==> src/rtl/instr_fetch.sv <==
// Fetch sequencer between the program RAM and execute. Drives the pram
// address, captures the 3-byte window on each cmd_start pulse, decodes the
// instruction length and hands one instruction at a time to execute.
module instr_fetch #(
  parameter int                  ADDR_W   = 9,
  parameter int                  DATA_W   = 8,
  parameter logic [ADDR_W-1:0]   RESET_PC = '0,
  parameter logic [DATA_W-1:0]   HALT_OP  = 8'hFF
) (
  input  logic              clk,
  input  logic              rst,
  output logic [ADDR_W-1:0] pc_addr,
  input  logic [DATA_W-1:0] byte0,
  input  logic [DATA_W-1:0] byte1,
  input  logic [DATA_W-1:0] byte2,
  input  logic              cmd_start,
  output logic              instr_valid,
  input  logic              instr_ready,
  output logic [DATA_W-1:0] opcode,
  output logic [DATA_W-1:0] operand_a,
  output logic [DATA_W-1:0] operand_b,
  output logic [1:0]        instr_len,
  output logic [ADDR_W-1:0] instr_pc,
  input  logic              redirect_valid,
  input  logic [ADDR_W-1:0] redirect_addr,
  output logic              halted
);

  localparam logic [1:0] S_FETCH  = 2'd0;
  localparam logic [1:0] S_HOLD   = 2'd1;
  localparam logic [1:0] S_HALTED = 2'd2;

  logic [1:0]        state_q, state_d;
  logic              stale_q, stale_d;
  logic [ADDR_W-1:0] pc_q, pc_d;
  logic [DATA_W-1:0] op_q, op_d, opa_q, opa_d, opb_q, opb_d;
  logic [1:0]        len_q, len_d;
  logic [ADDR_W-1:0] ipc_q, ipc_d;
  logic              vld_q, vld_d;
  logic              halt_q, halt_d;

  // Length of the instruction whose opcode is on byte0 right now.
  logic [1:0] dec_len;
  always_comb begin
    dec_len = 2'd3;
    if (byte0 == HALT_OP)                     dec_len = 2'd1;
    else if (byte0[DATA_W-1 -: 2] == 2'b00)   dec_len = 2'd1;
    else if (byte0[DATA_W-1 -: 2] == 2'b01)   dec_len = 2'd2;
  end

  // Next-state: redirect beats everything; a capture advances the PC in step
  // with the pram pulse so it never needs a discard, any other PC change does.
  always_comb begin
    state_d = state_q;
    stale_d = stale_q;
    pc_d    = pc_q;
    op_d    = op_q;
    opa_d   = opa_q;
    opb_d   = opb_q;
    len_d   = len_q;
    ipc_d   = ipc_q;
    vld_d   = vld_q;
    halt_d  = halt_q;
    if (state_q != S_HALTED && redirect_valid) begin
      pc_d    = redirect_addr;
      vld_d   = 1'b0;
      stale_d = 1'b1;
      state_d = S_FETCH;
    end else begin
      case (state_q)
        S_FETCH: begin
          if (cmd_start) begin
            if (stale_q) begin
              stale_d = 1'b0;
            end else if (byte0 == HALT_OP) begin
              halt_d  = 1'b1;
              state_d = S_HALTED;
            end else begin
              op_d    = byte0;
              opa_d   = (dec_len >= 2'd2) ? byte1 : '0;
              opb_d   = (dec_len == 2'd3) ? byte2 : '0;
              len_d   = dec_len;
              ipc_d   = pc_q;
              pc_d    = pc_q + {{(ADDR_W-2){1'b0}}, dec_len};
              vld_d   = 1'b1;
              state_d = S_HOLD;
            end
          end
        end
        S_HOLD: begin
          if (vld_q && instr_ready) begin
            vld_d   = 1'b0;
            state_d = S_FETCH;
          end
        end
        default: ;
      endcase
    end
  end

  // State and output registers.
  always_ff @(posedge clk or negedge rst) begin
    if (!rst) begin
      state_q <= S_FETCH;
      stale_q <= 1'b1;
      pc_q    <= RESET_PC;
      op_q    <= '0;
      opa_q   <= '0;
      opb_q   <= '0;
      len_q   <= '0;
      ipc_q   <= '0;
      vld_q   <= 1'b0;
      halt_q  <= 1'b0;
    end else begin
      state_q <= state_d;
      stale_q <= stale_d;
      pc_q    <= pc_d;
      op_q    <= op_d;
      opa_q   <= opa_d;
      opb_q   <= opb_d;
      len_q   <= len_d;
      ipc_q   <= ipc_d;
      vld_q   <= vld_d;
      halt_q  <= halt_d;
    end
  end

  assign pc_addr     = pc_q;
  assign opcode      = op_q;
  assign operand_a   = opa_q;
  assign operand_b   = opb_q;
  assign instr_len   = len_q;
  assign instr_pc    = ipc_q;
  assign instr_valid = vld_q;
  assign halted      = halt_q;

endmodule

==> config.mk <==
export PLATFORM = sky130hd
export DESIGN_NAME = instr_fetch
export DESIGN_NICKNAME = d
export VERILOG_FILES = /design/src/rtl/instr_fetch.sv
export SDC_FILE = /design/constraint.sdc
export NUM_CORES = 1
export LEC_CHECK = 0
export BUFFER_PORTS_ARGS = -buffer_cell sky130_fd_sc_hd__buf_2
export CAP_MARGIN = 0
export CELL_PAD_IN_SITES_DETAIL_PLACEMENT = 0
export CELL_PAD_IN_SITES_GLOBAL_PLACEMENT = 1
export CORE_MARGIN = 5
export CORE_UTILIZATION = 36
export CTS_CLUSTER_SIZE = 14
export DETAILED_ROUTE_END_ITERATION = 16
export PLACE_DENSITY_LB_ADDON = 0.08
export SYNTH_ARGS = -nofsm -noshare
export SYNTH_HDL_FRONTEND = slang
export SYNTH_SLANG_ARGS = --single-unit
==> constraint.sdc <==
create_clock -name clk -period 3 [get_ports clk]
set_clock_uncertainty 0.2 [all_clocks]
set_input_delay 0.3 -clock clk [delete_from_list [all_inputs] [get_ports clk]]
set_output_delay 0.3 -clock clk [all_outputs]
set_load 0.05 [all_outputs]
======== Yosys cells after proc, flatten, opt, wreduce, memory -nomap -nowiden ========
Index checks and enable logic that the tools add are counted.
storage, ports and cells
  bits in registers ....................... 49
  output and inout port bits .............. 46
  logic and storage cells ................. 64
  input port bits ......................... 38
cells by class
  magnitude comparators ................... 1
  bitwise operators ....................... 3
  add/subtract/negate cells ............... 1
  reduce and logical (&&, ||, !) cells .... 13
  equality and inequality tests ........... 11
  mux-type cells .......................... 25
operator list
  kind                                                   number
  2-to-1 mux 9 bit                                       5
  2-to-1 mux 8 bit                                       2
  AND reduction 5 bit                                    3
  2-to-1 mux 2 bit                                       7
  inequality test 3 bit, second input constant           4
  adder 9 x 2 -> 9 bit                                   1
  2-to-1 mux 1 bit                                       9
  equality test 8 bit, second input constant             1
  AND reduction 4 bit                                    2
  equality test 2 x 1 -> 1 bit, second input constant    2
  logical NOT 2 bit                                      2
  inequality test 2 bit, second input constant           2
  one-hot mux 2 bit (2 select lines)                     1
  nonzero test 2 bit                                     2
  inverter 1 bit                                         3
  nonzero test 3 bit                                     1
  equality test 2 bit, second input constant             1
  >= comparator 2 bit, second input constant             1
  logical AND 1 bit                                      2
  inequality test 2 x 1 -> 1 bit, second input constant  1
  one-hot mux 1 bit (2 select lines)                     1
  AND reduction 2 bit                                    1

======== Logic depth before layout (Yosys ltp) ========
  word-level depth ........................ 10
  mapped depth ............................ 8
  gate-level depth less buffers ........... 8

======== Least setup slack after synthesis ========
No wires, ideal clock.
  kind .................................... register -> register
  start point ............................. register pc_q[1] (netlist: pc_addr[1])
  end point ............................... register pc_q[4] (netlist: pc_addr[4])
  path buffers ............................ 1
  slack ................................... 780 ps
  required time ........................... 2669 ps
  library setup time ...................... 131 ps
  stages on the path, launching flop included .. 7
  clock period less this slack ............ 2220 ps
  arrival ................................. 1889 ps
  cells stage by stage .................... dfrtp_1 -> clkbuf_1 -> xor2_1 -> ha_1 -> a21oi_1 -> o211a_1 -> or3_1
between the ends
  longest elaborated chain between the ends .. 6
ends and longest elaborated chain
  element                 line  RTL
  from (decl)             35    logic [ADDR_W-1:0] pc_q, pc_d;
  from (signal assigned)  117   pc_q <= pc_d;
  adder 9 x 2 -> 9 bit    84    pc_d = pc_q + {{(ADDR_W-2){1'b0}}, dec_len};
  2-to-1 mux 9 bit        75    end else if (byte0 == HALT_OP) begin
  2-to-1 mux 9 bit        73    if (stale_q) begin
  2-to-1 mux 9 bit        72    if (cmd_start) begin
  2-to-1 mux 9 bit        70    case (state_q)
  2-to-1 mux 9 bit        64    if (state_q != S_HALTED && redirect_valid) begin
No other way between the ends. The select of a mux whose other input is x is not followed.
A chain may end at the register's enable or synchronous reset.

======== Worst setup path after layout ========
  start point ............................. register state_q[1]
  end point ............................... register pc_q[2] (netlist: pc_addr[2])
between the ends
  longest elaborated chain between the ends .. 4
  elaborated cells on any way between the ends .. 9
  classes of those cells .................. eq/ne: 3; mux: 1; reduce/logical: 5
ends and longest elaborated chain
  element                                                  line  RTL
  from (decl)                                              33    logic [1:0] state_q, state_d;
  from (signal assigned)                                   115   state_q <= state_d;
  inequality test 2 bit                                    64
  logical AND 1 bit                                        64
  inequality test 2 bit (no line) (tied with other cells)  --
  AND reduction 4 bit (no line)                            --
Several ways; a longest one is shown, not always the timed one.

==> summary.txt <==
Cells and area
  • Area grow syn2layout: 25.4%
  • Register area: 1230 um2
  • Fillers: 656
  • Final core utilization: 45.9%
  • Share of cells above drive strength 1: 29.4%
  • Ant diodes: 0
  • Multi-input gate area: 977 um2
  • NumNets Final: 379
  • Post-Layout Cell Count: 417

Floorplan
  • Cell Rows: 29
  • Die height: 90.1 um
  • CORE AREA: 6310 um2
  • Initial Util: 36.6%
  • I/O Pins: 84
  • Die width: 90.1 um
  • Die area: 8120 um2

Critical path
  • Crit Path Category: register to register
  • R2R cell count: 5
  • CP endpoint: pc_addr[2]
  • CP required: 3.01 ns
  • Peak fanout along the critical path: 60
  • Max incr delay on CP: 0.69 ns
  • Critical Path Stages: 5
  • Critical-path top delay cell: or4b_1
  • Critical register-to-register path endpoint: pc_addr[2]
  • Crit path buf inv count: 0
  • Flop2flop setup slack: 0.51 ns
  • Crit path from: state_q[1]
  • CP Cell Sequence: or4b_1 -> a211o_4 -> nor3b_1 -> o21ai_0 -> o311ai_1
  • Top delay family on crit path: simple AND/OR/NAND/NOR gates
  • Worst setup EP type: register
  • CP Launch Type: register
  • WP data arrival: 2.50 ns
  • Worst r2r src: state_q[1]

Routing
  • DRC viols: 0
  • Antenna Nets Post-Route: 0
  • WL final: 5950 um
  • DRT iter0 DRCs: 62
  • Drt first pass iters: 5
  • Routed WL per cell: 14.3 um
  • Via-to-Cell Ratio: 4.77
  • Via count: 1990

Clocking
  • Clock Root Buffer: clkbuf_8
  • Worst-skew pair later-pin latency: 0.30 ns
  • Reg clk slew, reported paths: 0.09 ns
  • CTS H-tree lvls: 2
  • PostCTS Resize Cnt: 0
  • CTS Buffer Depth: 2
  • Sink Count: 49
  • CTS tree: built
  • CTS buffer count: 5

Flow run
  • MaxCap Viol Count: 0

Power
  • Pwr dens: 837 nW/um2
  • Power Total: 2420 uW
  • Combinational share of power: 41.7%
  • Clock Power Share: 20.6%
  • Leakage: 0.00152 uW
  • Net switching power: 1110 uW
  • VDD IR-drop max: 349 uV
  • Sequential share of power: 37.6%
  • Sw frac: 45.7%
  • Internal Dissipation: 1320 uW

Timing
  • Final hold vios: 0
  • Final Max Slew Viols: 0
  • RSZ-0062 raised after global routing: false
  • Worst-margin pin slew: 0.816 ns
  • Min setup slack post-route: 0.509 ns
  • Final setup violation count: 0
  • Setup TNS: 0 ns
  • Period utilization: 83.0%
  • Max frequency: 0.401 GHz
  • Relative slew slack: 45.6%
  • Final Critical Period: 2.49 ns

Global routing
  • Top Usage Layer GRT: met2
  • Largest net degree at the start of global routing: 61
  • Global-route wire length before repair: 10200 um
  • GRT Total Usage: 15.0%
  • GRT Residual Overflow: 0
  • Met3 usage: 4.17%
  • Initial antenna violation count: 0
  • GR Util met1: 19.9%
  • Vias in the first global route: 2051
  • Met2 usage: 24.5%

Synthesis
  • Post-synth top area share: 52.0%
  • Top FF cell, synth: dfrtp_1
  • Post-synthesis sequential element count: 49
  • Synth Instances: 257
  • Mapped Avg Cell Area: 8.99 um2
  • Mapped Area: 2310 um2
  • Leading area contributor after synthesis: dfrtp_1
  • Yosys Warn Count: 0
  • Mapped Nets: 297
  • Async SR Flop Fraction: 100%
  • Top cells by area, synth: dfrtp_1 52%, nand2_1 16%, o21ai_1 3.0%
  • Seq/Total Area, Yosys: 53.1%
  • EDFF count, synth: 0
  • Count of cell types in the netlist: 41

Placed design
  • Cell count after placement: 407
  • Pre-CTS WS: 0.353 ns
  • Post-DP HPWL: 4330 um
  • Routability cong.: 0.728
  • I/O Buffers: 83

Run status
  • Outcome: finished clean

Hold path
  • Class of the worst hold path: input pin to register
-- worst min-delay path, stage by stage --
cell      delay (ns)
buf_2           0.08
nand2_1         0.04
o311ai_1        0.06
-- worst min path at each step --
stage	from	end	depth (start not counted)	slack [ns]
after floorplan	rst	halted	0	-0.20
after detailed placement	rst	operand_b[5]	1	0.25
after CTS	byte1[1]	operand_a[1]	3	0.005
final	redirect_addr[2]	pc_addr[2]	3	0.01
after global routing	redirect_addr[6]	pc_addr[6]	3	0.005
after global placement	rst	operand_b[5]	1	0.24
-- per-stage QoR --
stage               hold slack [ns]  area, um2
floorplan                    -0.196       2310
global placement              0.241       2760
detailed placement            0.247       2760
CTS                         0.00526       2890
global route                0.00508       2900
finish                       0.0124       2900
-- cells in the final DEF (no fill, tap or decap), types with 4 or more instances in the layout --
| cell type | count |
|---|---|
| a21oi_1 | 8 |
| buf_2 | 83 |
| buf_4 | 4 |
| clkbuf_8 | 6 |
| dfrtp_1 | 48 |
| nand2_1 | 101 |
| nor2_1 | 8 |
| nor2b_1 | 4 |
| o21ai_0 | 13 |
| o21ai_1 | 14 |
-- state kept, by name, indices dropped and copies added, names as in the netlist --
register	flops
opcode	8
operand_a	8
stale_q	1
halted	1
pc_addr	9
state_q	2
instr_pc	9
operand_b	8
instr_valid	1
instr_len	2
-- synth_stat cells (3+ instances only) --
cell	count
buf_2	4
nand2_1	101
nor2b_1	4
a21oi_1	8
clkbuf_1	5
o211ai_1	3
nand4_1	3
o21ai_0	13
inv_1	3
o21ai_1	14
buf_6	5
nor2_1	8
dfrtp_1	48
nand3_1	3
-- cell type report --
cell class                 count  area share [%]
clock inverter                 2            1.30
multi-input combinational    191            33.7
tap                           77            3.32
timing repair buffer          89            16.1
sequential                    49            42.4
inverter                       3           0.389
clock buffer                   6            2.85
-- cells by family after synthesis --
| logic type | Yosys count | synth area share (%) |
|---|---|---|
| xor gates and xnor gates | 2 | 0.758 |
| DFF | 49 | 53.1 |
| muxes | 3 | 1.52 |
| and+or+nand+nor | 131 | 24.4 |
| adders and majority gates | 4 | 1.95 |
| AOI/OAI and AO/OA | 51 | 13.7 |
| buffers and inverters | 17 | 4.60 |
-- per-layer routing --
layer,vias up,routed length [um]
met5,-,0
met2,49,2750
met1,903,2820
li1,1032,-
met3,6,327
met4,0,62
-- power by group through the flow --
stage	sequential, uW	combinational (uW)	clock [uW]
floorplan	1460	228	0
detailed placement	930	1020	0
finish	913	1010	501
global route	937	1080	545
CTS	915	1020	521
global placement	929	1010	0
-- repair_timing --
item	CTS	global route
hold endpoints to repair	34	1
hold buffers	1	1
setup buffers	0	0
No activity file was read; power rests on OpenSTA's default activity.
